File: config.mk
export PLATFORM = sky130hd
export DESIGN_NAME = mem_arbiter_flat
export DESIGN_NICKNAME = d
export VERILOG_FILES = /design/src/rtl/mem_arbiter_pkg.sv /design/src/rtl/mem_arbiter_if.sv /design/src/rtl/mem_arbiter.sv /design/src/flat_wrapper.sv
export SDC_FILE = /design/constraint.sdc
export NUM_CORES = 1
export LEC_CHECK = 0
export BUFFER_PORTS_ARGS = -buffer_cell sky130_fd_sc_hd__buf_2
export CAP_MARGIN = 15
export CELL_PAD_IN_SITES_DETAIL_PLACEMENT = 1
export CELL_PAD_IN_SITES_GLOBAL_PLACEMENT = 2
export CORE_MARGIN = 2
export CORE_UTILIZATION = 28
export DETAILED_ROUTE_END_ITERATION = 10
export PLACE_DENSITY = 0.9
export SLEW_MARGIN = 20
export SYNTH_ARGS = -nofsm -noshare
export SYNTH_HDL_FRONTEND = slang
export SYNTH_SLANG_ARGS = --single-unit
export TNS_END_PERCENT = 30
File: constraint.sdc
create_clock -name clk_50MHz -period 2.7 [get_ports clk_50MHz]
set_input_delay 0.405 -clock clk_50MHz [delete_from_list [all_inputs] [get_ports clk_50MHz]]
set_output_delay 0.405 -clock clk_50MHz [all_outputs]
set_load 0.02 [all_outputs]
File: src/rtl/mem_arbiter_pkg.sv
// Shared constants and types for the two-port SRAM command arbiter.
package mem_arbiter_pkg;
  localparam int ADDR_BUS = 18;
  localparam int DATA_BUS = 16;

  localparam logic RAM_RD = 1'b0;
  localparam logic RAM_WR = 1'b1;

  typedef enum logic [1:0] {
    GNT_NONE = 2'd0,
    GNT_IF   = 2'd1,
    GNT_MEM  = 2'd2
  } grant_t;
endpackage

File: src/rtl/mem_arbiter_if.sv
// Client request/ack ports plus the SRAM controller command port.
interface mem_arbiter_if #(
  parameter int ADDR_W = mem_arbiter_pkg::ADDR_BUS,
  parameter int DATA_W = mem_arbiter_pkg::DATA_BUS
);
  import mem_arbiter_pkg::*;

  logic              if_req;
  logic [ADDR_W-1:0] if_addr;
  logic [DATA_W-1:0] if_rdata;
  logic              if_ack;

  logic              mem_req;
  logic              mem_we;
  logic [ADDR_W-1:0] mem_addr;
  logic [DATA_W-1:0] mem_wdata;
  logic [DATA_W-1:0] mem_rdata;
  logic              mem_ack;

  logic              stall_o;

  logic              ram_en;
  logic              ram_op;
  logic [ADDR_W-1:0] ram_addr;
  logic [DATA_W-1:0] ram_wdata;
  logic [DATA_W-1:0] ram_rdata;

  // Clients and the controller together form the master side.
  modport master (
    output if_req, if_addr, mem_req, mem_we, mem_addr, mem_wdata, ram_rdata,
    input  if_rdata, if_ack, mem_rdata, mem_ack, stall_o,
           ram_en, ram_op, ram_addr, ram_wdata
  );

  modport slave (
    input  if_req, if_addr, mem_req, mem_we, mem_addr, mem_wdata, ram_rdata,
    output if_rdata, if_ack, mem_rdata, mem_ack, stall_o,
           ram_en, ram_op, ram_addr, ram_wdata
  );
endinterface

File: src/rtl/mem_arbiter.sv
// Serialises fetch and data requests (MEM > IF) onto one SRAM command port.
// Four cycles per access: grant in IDLE, ram_en in ISSUE, ack in DONE; waiting clients see stall_o.
module mem_arbiter #(
  parameter int ADDR_W = mem_arbiter_pkg::ADDR_BUS,
  parameter int DATA_W = mem_arbiter_pkg::DATA_BUS
) (
  input  logic          clk_50MHz,
  input  logic          rst,
  mem_arbiter_if.slave  bus
);
  import mem_arbiter_pkg::*;

  localparam logic [1:0] S_IDLE  = 2'd0;
  localparam logic [1:0] S_ISSUE = 2'd1;
  localparam logic [1:0] S_WAIT  = 2'd2;
  localparam logic [1:0] S_DONE  = 2'd3;

  logic [1:0]        state;
  logic [1:0]        state_nxt;
  grant_t            grant;
  logic [ADDR_W-1:0] addr_q;
  logic              op_q;
  logic [DATA_W-1:0] wdata_q;
  logic [DATA_W-1:0] if_rdata_q;
  logic [DATA_W-1:0] mem_rdata_q;

  always_ff @(posedge clk_50MHz) begin
    if (!rst) begin
      state <= S_IDLE;
    end else begin
      state <= state_nxt;
    end
  end

  always_comb begin
    state_nxt = state;
    case (state)
      S_IDLE:  if (bus.mem_req || bus.if_req) state_nxt = S_ISSUE;
      S_ISSUE: state_nxt = S_WAIT;
      S_WAIT:  state_nxt = S_DONE;
      default: state_nxt = S_IDLE;
    endcase
  end

  // Command fields are latched only at grant so they stay put through DONE.
  always_ff @(posedge clk_50MHz) begin
    if (!rst) begin
      grant       <= GNT_NONE;
      addr_q      <= '0;
      op_q        <= RAM_RD;
      wdata_q     <= '0;
      if_rdata_q  <= '0;
      mem_rdata_q <= '0;
    end else begin
      if (state == S_IDLE) begin
        if (bus.mem_req) begin
          grant   <= GNT_MEM;
          addr_q  <= bus.mem_addr;
          op_q    <= bus.mem_we ? RAM_WR : RAM_RD;
          wdata_q <= bus.mem_wdata;
        end else if (bus.if_req) begin
          grant  <= GNT_IF;
          addr_q <= bus.if_addr;
          op_q   <= RAM_RD;
        end
      end
      if (state == S_WAIT && op_q == RAM_RD) begin
        if (grant == GNT_IF)  if_rdata_q  <= bus.ram_rdata;
        if (grant == GNT_MEM) mem_rdata_q <= bus.ram_rdata;
      end
      if (state == S_DONE) begin
        grant <= GNT_NONE;
      end
    end
  end

  always_comb begin
    bus.ram_en    = (state == S_ISSUE);
    bus.if_ack    = (state == S_DONE) && (grant == GNT_IF);
    bus.mem_ack   = (state == S_DONE) && (grant == GNT_MEM);
    bus.ram_addr  = addr_q;
    bus.ram_op    = op_q;
    bus.ram_wdata = wdata_q;
    bus.if_rdata  = if_rdata_q;
    bus.mem_rdata = mem_rdata_q;
    // Held low while rst is asserted even if clients keep requesting.
    bus.stall_o   = rst && ((bus.if_req && !bus.if_ack) || (bus.mem_req && !bus.mem_ack));
  end
endmodule

File: src/flat_wrapper.sv
// flat-port wrapper written by rule: the top's interface ports become plain ports
module mem_arbiter_flat import mem_arbiter_pkg::*;
#(
  parameter int ADDR_W = mem_arbiter_pkg::ADDR_BUS,
  parameter int DATA_W = mem_arbiter_pkg::DATA_BUS
)
  (clk_50MHz, rst, bus_if_req, bus_if_addr, bus_mem_req, bus_mem_we, bus_mem_addr, bus_mem_wdata, bus_ram_rdata, bus_if_rdata, bus_if_ack, bus_mem_rdata, bus_mem_ack, bus_stall_o, bus_ram_en, bus_ram_op, bus_ram_addr, bus_ram_wdata);
  mem_arbiter_if #(.ADDR_W(ADDR_W), .DATA_W(DATA_W)) bus_i ();
  input  logic clk_50MHz;
  input  logic rst;
  input wire logic [$bits(bus_i.if_req)-1:0] bus_if_req;
  input wire logic [$bits(bus_i.if_addr)-1:0] bus_if_addr;
  input wire logic [$bits(bus_i.mem_req)-1:0] bus_mem_req;
  input wire logic [$bits(bus_i.mem_we)-1:0] bus_mem_we;
  input wire logic [$bits(bus_i.mem_addr)-1:0] bus_mem_addr;
  input wire logic [$bits(bus_i.mem_wdata)-1:0] bus_mem_wdata;
  input wire logic [$bits(bus_i.ram_rdata)-1:0] bus_ram_rdata;
  output wire logic [$bits(bus_i.if_rdata)-1:0] bus_if_rdata;
  output wire logic [$bits(bus_i.if_ack)-1:0] bus_if_ack;
  output wire logic [$bits(bus_i.mem_rdata)-1:0] bus_mem_rdata;
  output wire logic [$bits(bus_i.mem_ack)-1:0] bus_mem_ack;
  output wire logic [$bits(bus_i.stall_o)-1:0] bus_stall_o;
  output wire logic [$bits(bus_i.ram_en)-1:0] bus_ram_en;
  output wire logic [$bits(bus_i.ram_op)-1:0] bus_ram_op;
  output wire logic [$bits(bus_i.ram_addr)-1:0] bus_ram_addr;
  output wire logic [$bits(bus_i.ram_wdata)-1:0] bus_ram_wdata;
  assign bus_i.if_req = bus_if_req;
  assign bus_i.if_addr = bus_if_addr;
  assign bus_i.mem_req = bus_mem_req;
  assign bus_i.mem_we = bus_mem_we;
  assign bus_i.mem_addr = bus_mem_addr;
  assign bus_i.mem_wdata = bus_mem_wdata;
  assign bus_i.ram_rdata = bus_ram_rdata;
  assign bus_if_rdata = bus_i.if_rdata;
  assign bus_if_ack = bus_i.if_ack;
  assign bus_mem_rdata = bus_i.mem_rdata;
  assign bus_mem_ack = bus_i.mem_ack;
  assign bus_stall_o = bus_i.stall_o;
  assign bus_ram_en = bus_i.ram_en;
  assign bus_ram_op = bus_i.ram_op;
  assign bus_ram_addr = bus_i.ram_addr;
  assign bus_ram_wdata = bus_i.ram_wdata;
  mem_arbiter #(.ADDR_W(ADDR_W), .DATA_W(DATA_W)) u_core (.clk_50MHz(clk_50MHz), .rst(rst), .bus(bus_i));
endmodule
=== Word level (Yosys, flattened, before mapping) ===
Index checks and enable logic that the tools add are counted.

* Flip-flop bits (word level): 71
* Logic and storage cells: 41

* Bitwise gates (word level): 2
* Muxes and demuxes: 9
* Equality and inequality tests: 6
* Reduce and logical (&&, ||, !) cells: 17

{| class="wikitable"
|+ Operators with widths
! kind !! number
|-
| $mux W18 || 2
|-
| $reduce_and A2 Y1 || 4
|-
| $eq A2 B2 Y1 const B || 3
|-
| $logic_and A1 B1 Y1 || 6
|-
| $mux W2 || 3
|-
| $pmux W2 S3 || 1
|-
| $eq A2 B1 Y1 const B || 2
|-
| $mux W1 || 3
|-
| $logic_not A1 Y1 || 2
|-
| $logic_not A2 Y1 || 1
|-
| $logic_or A1 B1 Y1 || 2
|-
| $ne A2 B1 Y1 const B || 1
|-
| $not A1 Y1 || 2
|-
| $reduce_bool A2 Y1 || 1
|-
| $reduce_or A2 Y1 || 1
|}

=== Depth between registers and ports, before layout ===
Gate-level depths: netlist (run 1).

* Depth in word-level cells: 6
* Gate-level depth with buffers: 7

=== Worst setup path before layout (run 1) ===
OpenSTA, ideal clock, no wires.

* Path type: register to output
* From: reg u_core.state[0]
* To: out bus_stall_o
* Data required time: 2,295 ps
* Slack: 1,132 ps
* Data arrival time: 1,163 ps
* Path buffers: 0
* Stages on the path, launching flop included: 5
* Cells stage by stage: dfxtp_1 -> ha_1 -> and3b_1 -> o22ai_1 -> and2_1

* Word-level cells in the longest chain between the ends: 6
* Elaborated cells between the ends (all ways): 9

{| class="wikitable"
|+ Ends and longest elaborated chain
! what !! line !! RTL
|-
| from (decl) || mem_arbiter.sv:18 || <nowiki>logic [1:0] state;</nowiki>
|-
| from (signal assigned) || mem_arbiter.sv:31 || <nowiki>state <= state_nxt;</nowiki>
|-
| $eq A2 B2 Y1 || mem_arbiter.sv:79 || <nowiki>bus.if_ack = (state == S_DONE) && (grant == GNT_IF);</nowiki>
|-
| $logic_and A1 B1 Y1 || mem_arbiter.sv:79 ||
|-
| net bus_if_ack || flat_wrapper.sv:19 || <nowiki>output wire logic [$bits(bus_i.if_ack)-1:0] bus_if_ack;</nowiki>
|-
| $logic_not A1 Y1 || mem_arbiter.sv:87 || <nowiki>bus.stall_o = rst && ((bus.if_req && !bus.if_ack) || (bus.mem_req && !bus.mem_ack));</nowiki>
|-
| $logic_and A1 B1 Y1 || mem_arbiter.sv:87 ||
|-
| $logic_or A1 B1 Y1 || mem_arbiter.sv:87 ||
|-
| $logic_and A1 B1 Y1 || mem_arbiter.sv:87 ||
|-
| to (decl) || flat_wrapper.sv:22 || <nowiki>output wire logic [$bits(bus_i.stall_o)-1:0] bus_stall_o;</nowiki>
|}

The timed path passes the listed nets, and every way through them passes these cells.

=== Worst setup path after layout (run 1) ===
* From: reg u_core.state[0]
* To: out bus_stall_o

* Word-level cells in the longest chain between the ends: 6
* Elaborated cells between the ends (all ways): 9

{| class="wikitable"
|+ Ends and longest elaborated chain
! what !! line
|-
| $eq A2 B2 Y1 (*) || mem_arbiter.sv:79, mem_arbiter.sv:80
|-
| $logic_and A1 B1 Y1, on equally long branches || mem_arbiter.sv:79, mem_arbiter.sv:80
|-
| $logic_not A1 Y1 || mem_arbiter.sv:87
|-
| $logic_and A1 B1 Y1 || mem_arbiter.sv:87
|-
| $logic_or A1 B1 Y1 (*) || mem_arbiter.sv:87
|-
| $logic_and A1 B1 Y1 (*) || mem_arbiter.sv:87
|}

Every way passes the cells marked *; elsewhere a longest branch is shown, timed or not.

==> results of run 1 <==
-- cell families (layout without fill, tap and decap cells) --
| group | after synthesis | count (layout) | share of synthesized area [%] |
|---|---|---|---|
| AOI/OAI and AO/OA | 74 | 74 | 19.5 |
| adders and majority gates | 4 | 4 | 1.66 |
| buffers and inverters | 30 | 166 | 7.12 |
| DFF | 71 | 71 | 47.0 |
| muxes | 19 | 19 | 6.29 |
| and+or+nand+nor | 131 | 131 | 18.3 |
-- final cells by class --
type | instances | area share (%)
Sequential cell | 71 | 35.9
Multi-Input combinational cell | 228 | 35.0
Timing Repair Buffer | 146 | 18.6
Tap cell | 136 | 4.30
Clock buffer | 11 | 3.82
Clock inverter | 5 | 2.02
Inverter | 4 | 0.379
-- power by group through the flow --
stage / Combinational, mW / Sequential (mW) / Clock, mW
3_3_place_gp: 0.953 / 1.34 / 0
3_5_place_dp: 0.983 / 1.35 / 0
5_1_grt: 1.08 / 1.35 / 1.05
2_1_floorplan: 0.554 / 1.52 / 0
6_report: 0.967 / 1.33 / 0.978
4_1_cts: 0.985 / 1.33 / 1.01
-- worst paths after layout --
check / cells after the start / end / slack [ps]
setup / recovery: 5 / bus_stall_o / 690
hold / removal: 3 / u_core.bus.ram_wdata[8]$_SDFFE_PN0P_ / 300
setup reg to reg: 5 / u_core.bus.mem_rdata[8]$_SDFFE_PN0P_ / 890
hold reg to reg: 2 / u_core.bus.mem_rdata[14]$_SDFFE_PN0P_ / 450
-- routing by layer --
metal | part of all wire [%] | vias up
li1 | - | 1352
met1 | 45 | 1259
met2 | 47 | 93
met3 | 7.0 | 12
met4 | 1.3 | 0
met5 | 0 | -
-- sequential cells by signal, summed over array words and instances, names as in the netlist --
register / cells
u_core.bus.ram_addr: 18
u_core.bus.mem_rdata: 16
u_core.bus.ram_op: 1
u_core.grant: 2
u_core.bus.if_rdata: 16
u_core.state: 2
u_core.bus.ram_wdata: 16
-- cell usage after synthesis, types with 2 or more instances --
master,instances,area [µm²]
mux2i_1,19,190
and4bb_1,2,25.0
nand4bb_1,2,22.5
nand2_1,116,435
nand2b_1,2,12.5
and3b_1,2,17.5
o211a_1,18,180
clkbuf_1,8,30.0
a21oi_1,3,15.0
buf_6,10,113
nor2b_1,2,12.5
a21boi_1,23,173
and2_1,2,12.5
ha_1,4,50.1
a21boi_0,25,188
dfxtp_1,71,1420
inv_1,4,15.0
buf_4,7,52.6
-- through the flow --
| step | setup slack [ps] | total power, mW | hold WS (ps) | utilization [%] | instance area, µm² |
|---|---|---|---|---|---|
| final | 689 | 3.27 | 295 | 38.0 | 3960 |
| after global routing | 556 | 3.48 | 291 | 38.0 | 3960 |
| after CTS | 669 | 3.33 | 276 | 38.0 | 3960 |
| after detailed placement | 687 | 2.33 | 445 | 35.8 | 3730 |
| after global placement | 772 | 2.29 | 440 | 35.8 | 3730 |
| after floorplan | 1130 | 2.08 | 518 | - | 3020 |
-- worst register-to-register path: cells and delay by family (launching register included) --
kind	cells	cell delay [ps]
flip-flops	1	350
buffers and inverters	1	100
AND/OR/NAND/NOR	2	930
adder cells (fa/ha/maj)	1	240
AO/OA/AOI/OAI	1	80
==> impl_metrics.ini, run 1 <==
[run_status]
status = completed

[clock_tree]
cts.clk_slew.worst_paths_ps = 80
cts_tree = built
cts_resized = 0
hold_buffers = 0
cts_root_buffer = clkbuf_8
clock-sinks = 71
cts_max_level = 3
clk_latency_ps = 350
ctsLongestPathBuffers = 2
cts_buffers = 9
post-cts-setup-buffer-count = 0

[global_routing]
grt_pass1_wl_um = 13300
grt_use_met2_pct = 24.9
busiest_layer = met2
grt_max_degree = 44
overflow = 0
use_met1_pct = 16.9
grt_util_met3_pct = 4.84
antenna_found_initial = 0
grt_pass1_vias = 2820
grt_usage_pct = 14.6

[synthesis]
async_reset_ff_share_pct = 0
seq_area_frac_synth_pct = 47.0
synthFlopType = dfxtp_1
syn_nets = 406
synth_warnings = 0
synthCells = 329
synth_edf_count = 0
post_synth.cell_area_avg_um2 = 9.18
synthDistinctLibCells = 27
syn_area_um2 = 3020
ys_seq_elements = 71

[detailed_routing]
routedWlPerCell_um = 14.0
drt-initial-drc-count = 61
vias = 2716
drc_errors = 0
firstDrtPassIters = 4
vias_per_cell = 4.52
ant_nets = 0
totalWireLength_um = 8380

[critical_path]
rr_startpoint = u_core.state[0]$_SDFFE_PN0P_
crit_path_end_kind = primary output
cp_num_buf_inv = 1
worst_path_max_delay_cell = dfxtp_1
slowest_delay_ps = 350
crit_chain = ha_1, and3b_1, o22ai_1, and2_1, buf_2
cp.arrival_ps = 1610
worstPathMaxFanout = 4
timing_worst_setup_path_type = reg2out
cp-startpoint = u_core.state[0]$_SDFFE_PN0P_
crit_family = simple AND/OR/NAND/NOR gates
startpoint_type = flip-flop
crit_required_ps = 2300

[timing]
fin_crit_sh_pct = 74.5
fmax_mhz = 497
slew_viol_final = 0
clock_skew_ps = 7.86
tightest_slew_ps = 786
rsz0062_at_grt = no
setup_violations = 0
hold_viol = 0
slew_headroom_pct = 47.3
post-route-min-period_ps = 2010
fin_tns_setup_ps = 0

[pwr]
p_per_area_nw_per_um2 = 826
pwr-share-seq_pct = 40.6
pwr-share-comb_pct = 29.6
swShare_pct = 34.3
vdd_drop_max_uv = 377
clkPwrFrac_pct = 29.9
power.internal_mw = 2.15
power.switching_mw = 1.12
p_leak_nw = 2.00

[place]
port_buffers = 143
dpl.hpwl_um = 6020
dp_cells = 585
place_congestion = 0.718

[cells_and_area]
fin_cells = 601
final_common_cell = buf_2
fill_cells = 1281
register_area_um2 = 1420
area_growth_pct = 31.1
nets = 537
layout_common_cells = 143 x buf_2, 116 x nand2_1, 71 x dfxtp_1, 25 x a21boi_0, 23 x a21boi_1
multi_input_area_um2 = 1390
drive_gt1_share_pct = 35.1
antennaDiodeCount = 0

[die]
core_area_um2 = 10400
die-area_um2 = 11600
die_w_um = 108
fp.dieH_um = 108
rows = 37
io_pins = 144
start_util_pct = 29.0

[flow_run]
cap_viol_max_count = 0

[worst_hold_path]
hold_start = bus_mem_wdata[8]
holdCritPathClass = in2reg
(Power assumes the default switching activity.)
==> run 2: changes to the inputs <==
Settings changed: CORE_UTILIZATION 28 to 23, PLACE_DENSITY 0.9 to 0.8.
Clock period 2.7 ns to 1.7 ns, I/O delays scaled along.
==> impl_metrics.ini, run 2 (same netlist as run 1, synthesis figures left out) <==
[global_routing]
grt_usage_pct = 12.7
antenna_found_initial = 0
grt_pass1_vias = 2873
overflow = 0
grt_max_degree = 49
grt_pass1_wl_um = 14200

[cells_and_area]
utilization_pct = 32.8
final_common_cell = buf_2
antennaDiodeCount = 0
area_growth_pct = 38.2
fin_cells = 642
layout_common_cells = 142 x buf_2, 116 x nand2_1, 69 x dfxtp_1, 25 x a21boi_0, 23 x a21boi_1
nets = 542
largest_register_ffs = 18
drive_gt1_share_pct = 37.4

[die]
fp.dieH_um = 119
start_util_pct = 23.8
die_w_um = 119
core_area_um2 = 12700
die-area_um2 = 14100
io_pins = 144
rows = 41

[critical_path]
crit_family = simple AND/OR/NAND/NOR gates
worstPathMaxFanout = 4
reg2reg_to = u_core.bus.mem_rdata[4]$_SDFFE_PN0P_
crit_path_end_kind = primary output
slowest_delay_ps = 350
cp.arrival_ps = 1470
reg2reg_slack_ps = 170
rr_startpoint = u_core.state[0]$_SDFFE_PN0P_
crit_chain = ha_4, and3b_1, o22ai_2, and2_4, buf_6
timing_worst_setup_path_type = reg2out
endpoint = bus_stall_o
path_depth = 5
cp-startpoint = u_core.state[0]$_SDFFE_PN0P_
worst_path_max_delay_cell = dfxtp_2
crit_required_ps = 1440
startpoint_type = flip-flop
rr_worst_depth = 5
cp_num_buf_inv = 1

[place]
place_congestion = 0.689
dp_cells = 626
pre_cts_ws_ps = -1.90
port_buffers = 143
dpl.hpwl_um = 6330

[pwr]
swShare_pct = 34.1
p_per_area_nw_per_um2 = 1360
p_leak_nw = 2.06
power.internal_mw = 3.74
clkPwrFrac_pct = 33.9
vdd_drop_max_uv = 468
pwr-share-comb_pct = 28.6
pwr-share-seq_pct = 37.5
power.switching_mw = 1.94

[run_status]
violations = negative setup slack
status = finished with violations

[detailed_routing]
vias = 2738
totalWireLength_um = 8660
vias_per_cell = 4.26
ant_nets = 0
firstDrtPassIters = 5
drt-initial-drc-count = 120
routedWlPerCell_um = 13.5
drc_errors = 0

[flow_run]
cap_viol_max_count = 0

[clock_tree]
cts_buffers = 9
clk_latency_ps = 340
cts_tree = built
post-cts-setup-buffer-count = 0
cts.clk_slew.worst_paths_ps = 60
cts_root_buffer = clkbuf_16
ctsLongestPathBuffers = 2
clock-sinks = 71
cts_max_level = 3

[timing]
post-route-min-period_ps = 1720
clock_skew_ps = 6.54
tightest_slew_ps = 391
fin_ws_ps = -20.5
fin_tns_setup_ps = -20.5
fmax_mhz = 581
hold_viol = 0
rsz0062_at_grt = yes
slew_headroom_pct = 73.9
setup_violations = 1
slew_viol_final = 0
fin_crit_sh_pct = 101

[worst_hold_path]
holdCritPathClass = in2reg
hold_depth = 3
run 2: through the flow:
step / hold slack (ps) / total power [mW] / area (µm²)
after detailed placement: 445 / 3.80 / 3840
after CTS: 145 / 5.79 / 4160
after global routing: 159 / 6.07 / 4180
after global placement: 439 / 3.73 / 3840
final: 159 / 5.68 / 4180
after floorplan: 390 / 3.30 / 3020
run 2: cell type report:
class	instances	area (µm²)
Timing Repair Buffer	151	807
Multi-Input combinational cell	228	1410
Clock inverter	7	80.1
Inverter	4	15.0
Fill cell	1574	8550
Clock buffer	9	225
Sequential cell	71	1420
Tap cell	172	215
run 2: worst min-delay path by stage:
| stage | start | end | slack, ps |
|---|---|---|---|
| 5_1_grt | bus_mem_wdata[14] | u_core.bus.ram_wdata[14]$_SDFFE_PN0P_ | 160 |
| 2_1_floorplan | bus_ram_rdata[0] | u_core.bus.if_rdata[0]$_SDFFE_PN0P_ | 390 |
| 4_1_cts | bus_mem_wdata[9] | u_core.bus.ram_wdata[9]$_SDFFE_PN0P_ | 140 |
| 6_report | bus_mem_wdata[9] | u_core.bus.ram_wdata[9]$_SDFFE_PN0P_ | 160 |
| 3_5_place_dp | u_core.bus.mem_rdata[14]$_SDFFE_PN0P_ | u_core.bus.mem_rdata[14]$_SDFFE_PN0P_ | 440 |
| 3_3_place_gp | u_core.bus.if_rdata[10]$_SDFFE_PN0P_ | u_core.bus.if_rdata[10]$_SDFFE_PN0P_ | 440 |
run 2: power groups by stage:
stage	Clock (mW)	Sequential, mW	Combinational [mW]
after floorplan	0	2.42	0.880
after global placement	0	2.13	1.60
after detailed placement	0	2.15	1.65
after CTS	2.00	2.13	1.66
after global routing	2.09	2.17	1.81
final	1.92	2.13	1.63
run 2: what timing repair did:
item                       4_1_cts  5_1_grt
resized for setup                7        4
hold buffers                     0        0
setup endpoints to repair        2       19
run 2: worst register-to-register path, delay by kind of cell, from the launching register on:
kind	cells	cell delay, ps
compound gates	1	170
fa+ha+maj	1	220
buf+inv	1	90
flops	1	350
simple gates	2	620
run 2: per-layer routing:
metal	global-route usage, %	up-vias	routed length, µm
li1	-	1366	-
met1	15.9	1251	4050
met2	19.5	113	3740
met3	5.31	8	782
met4	4.46	0	93
met5	0	-	0
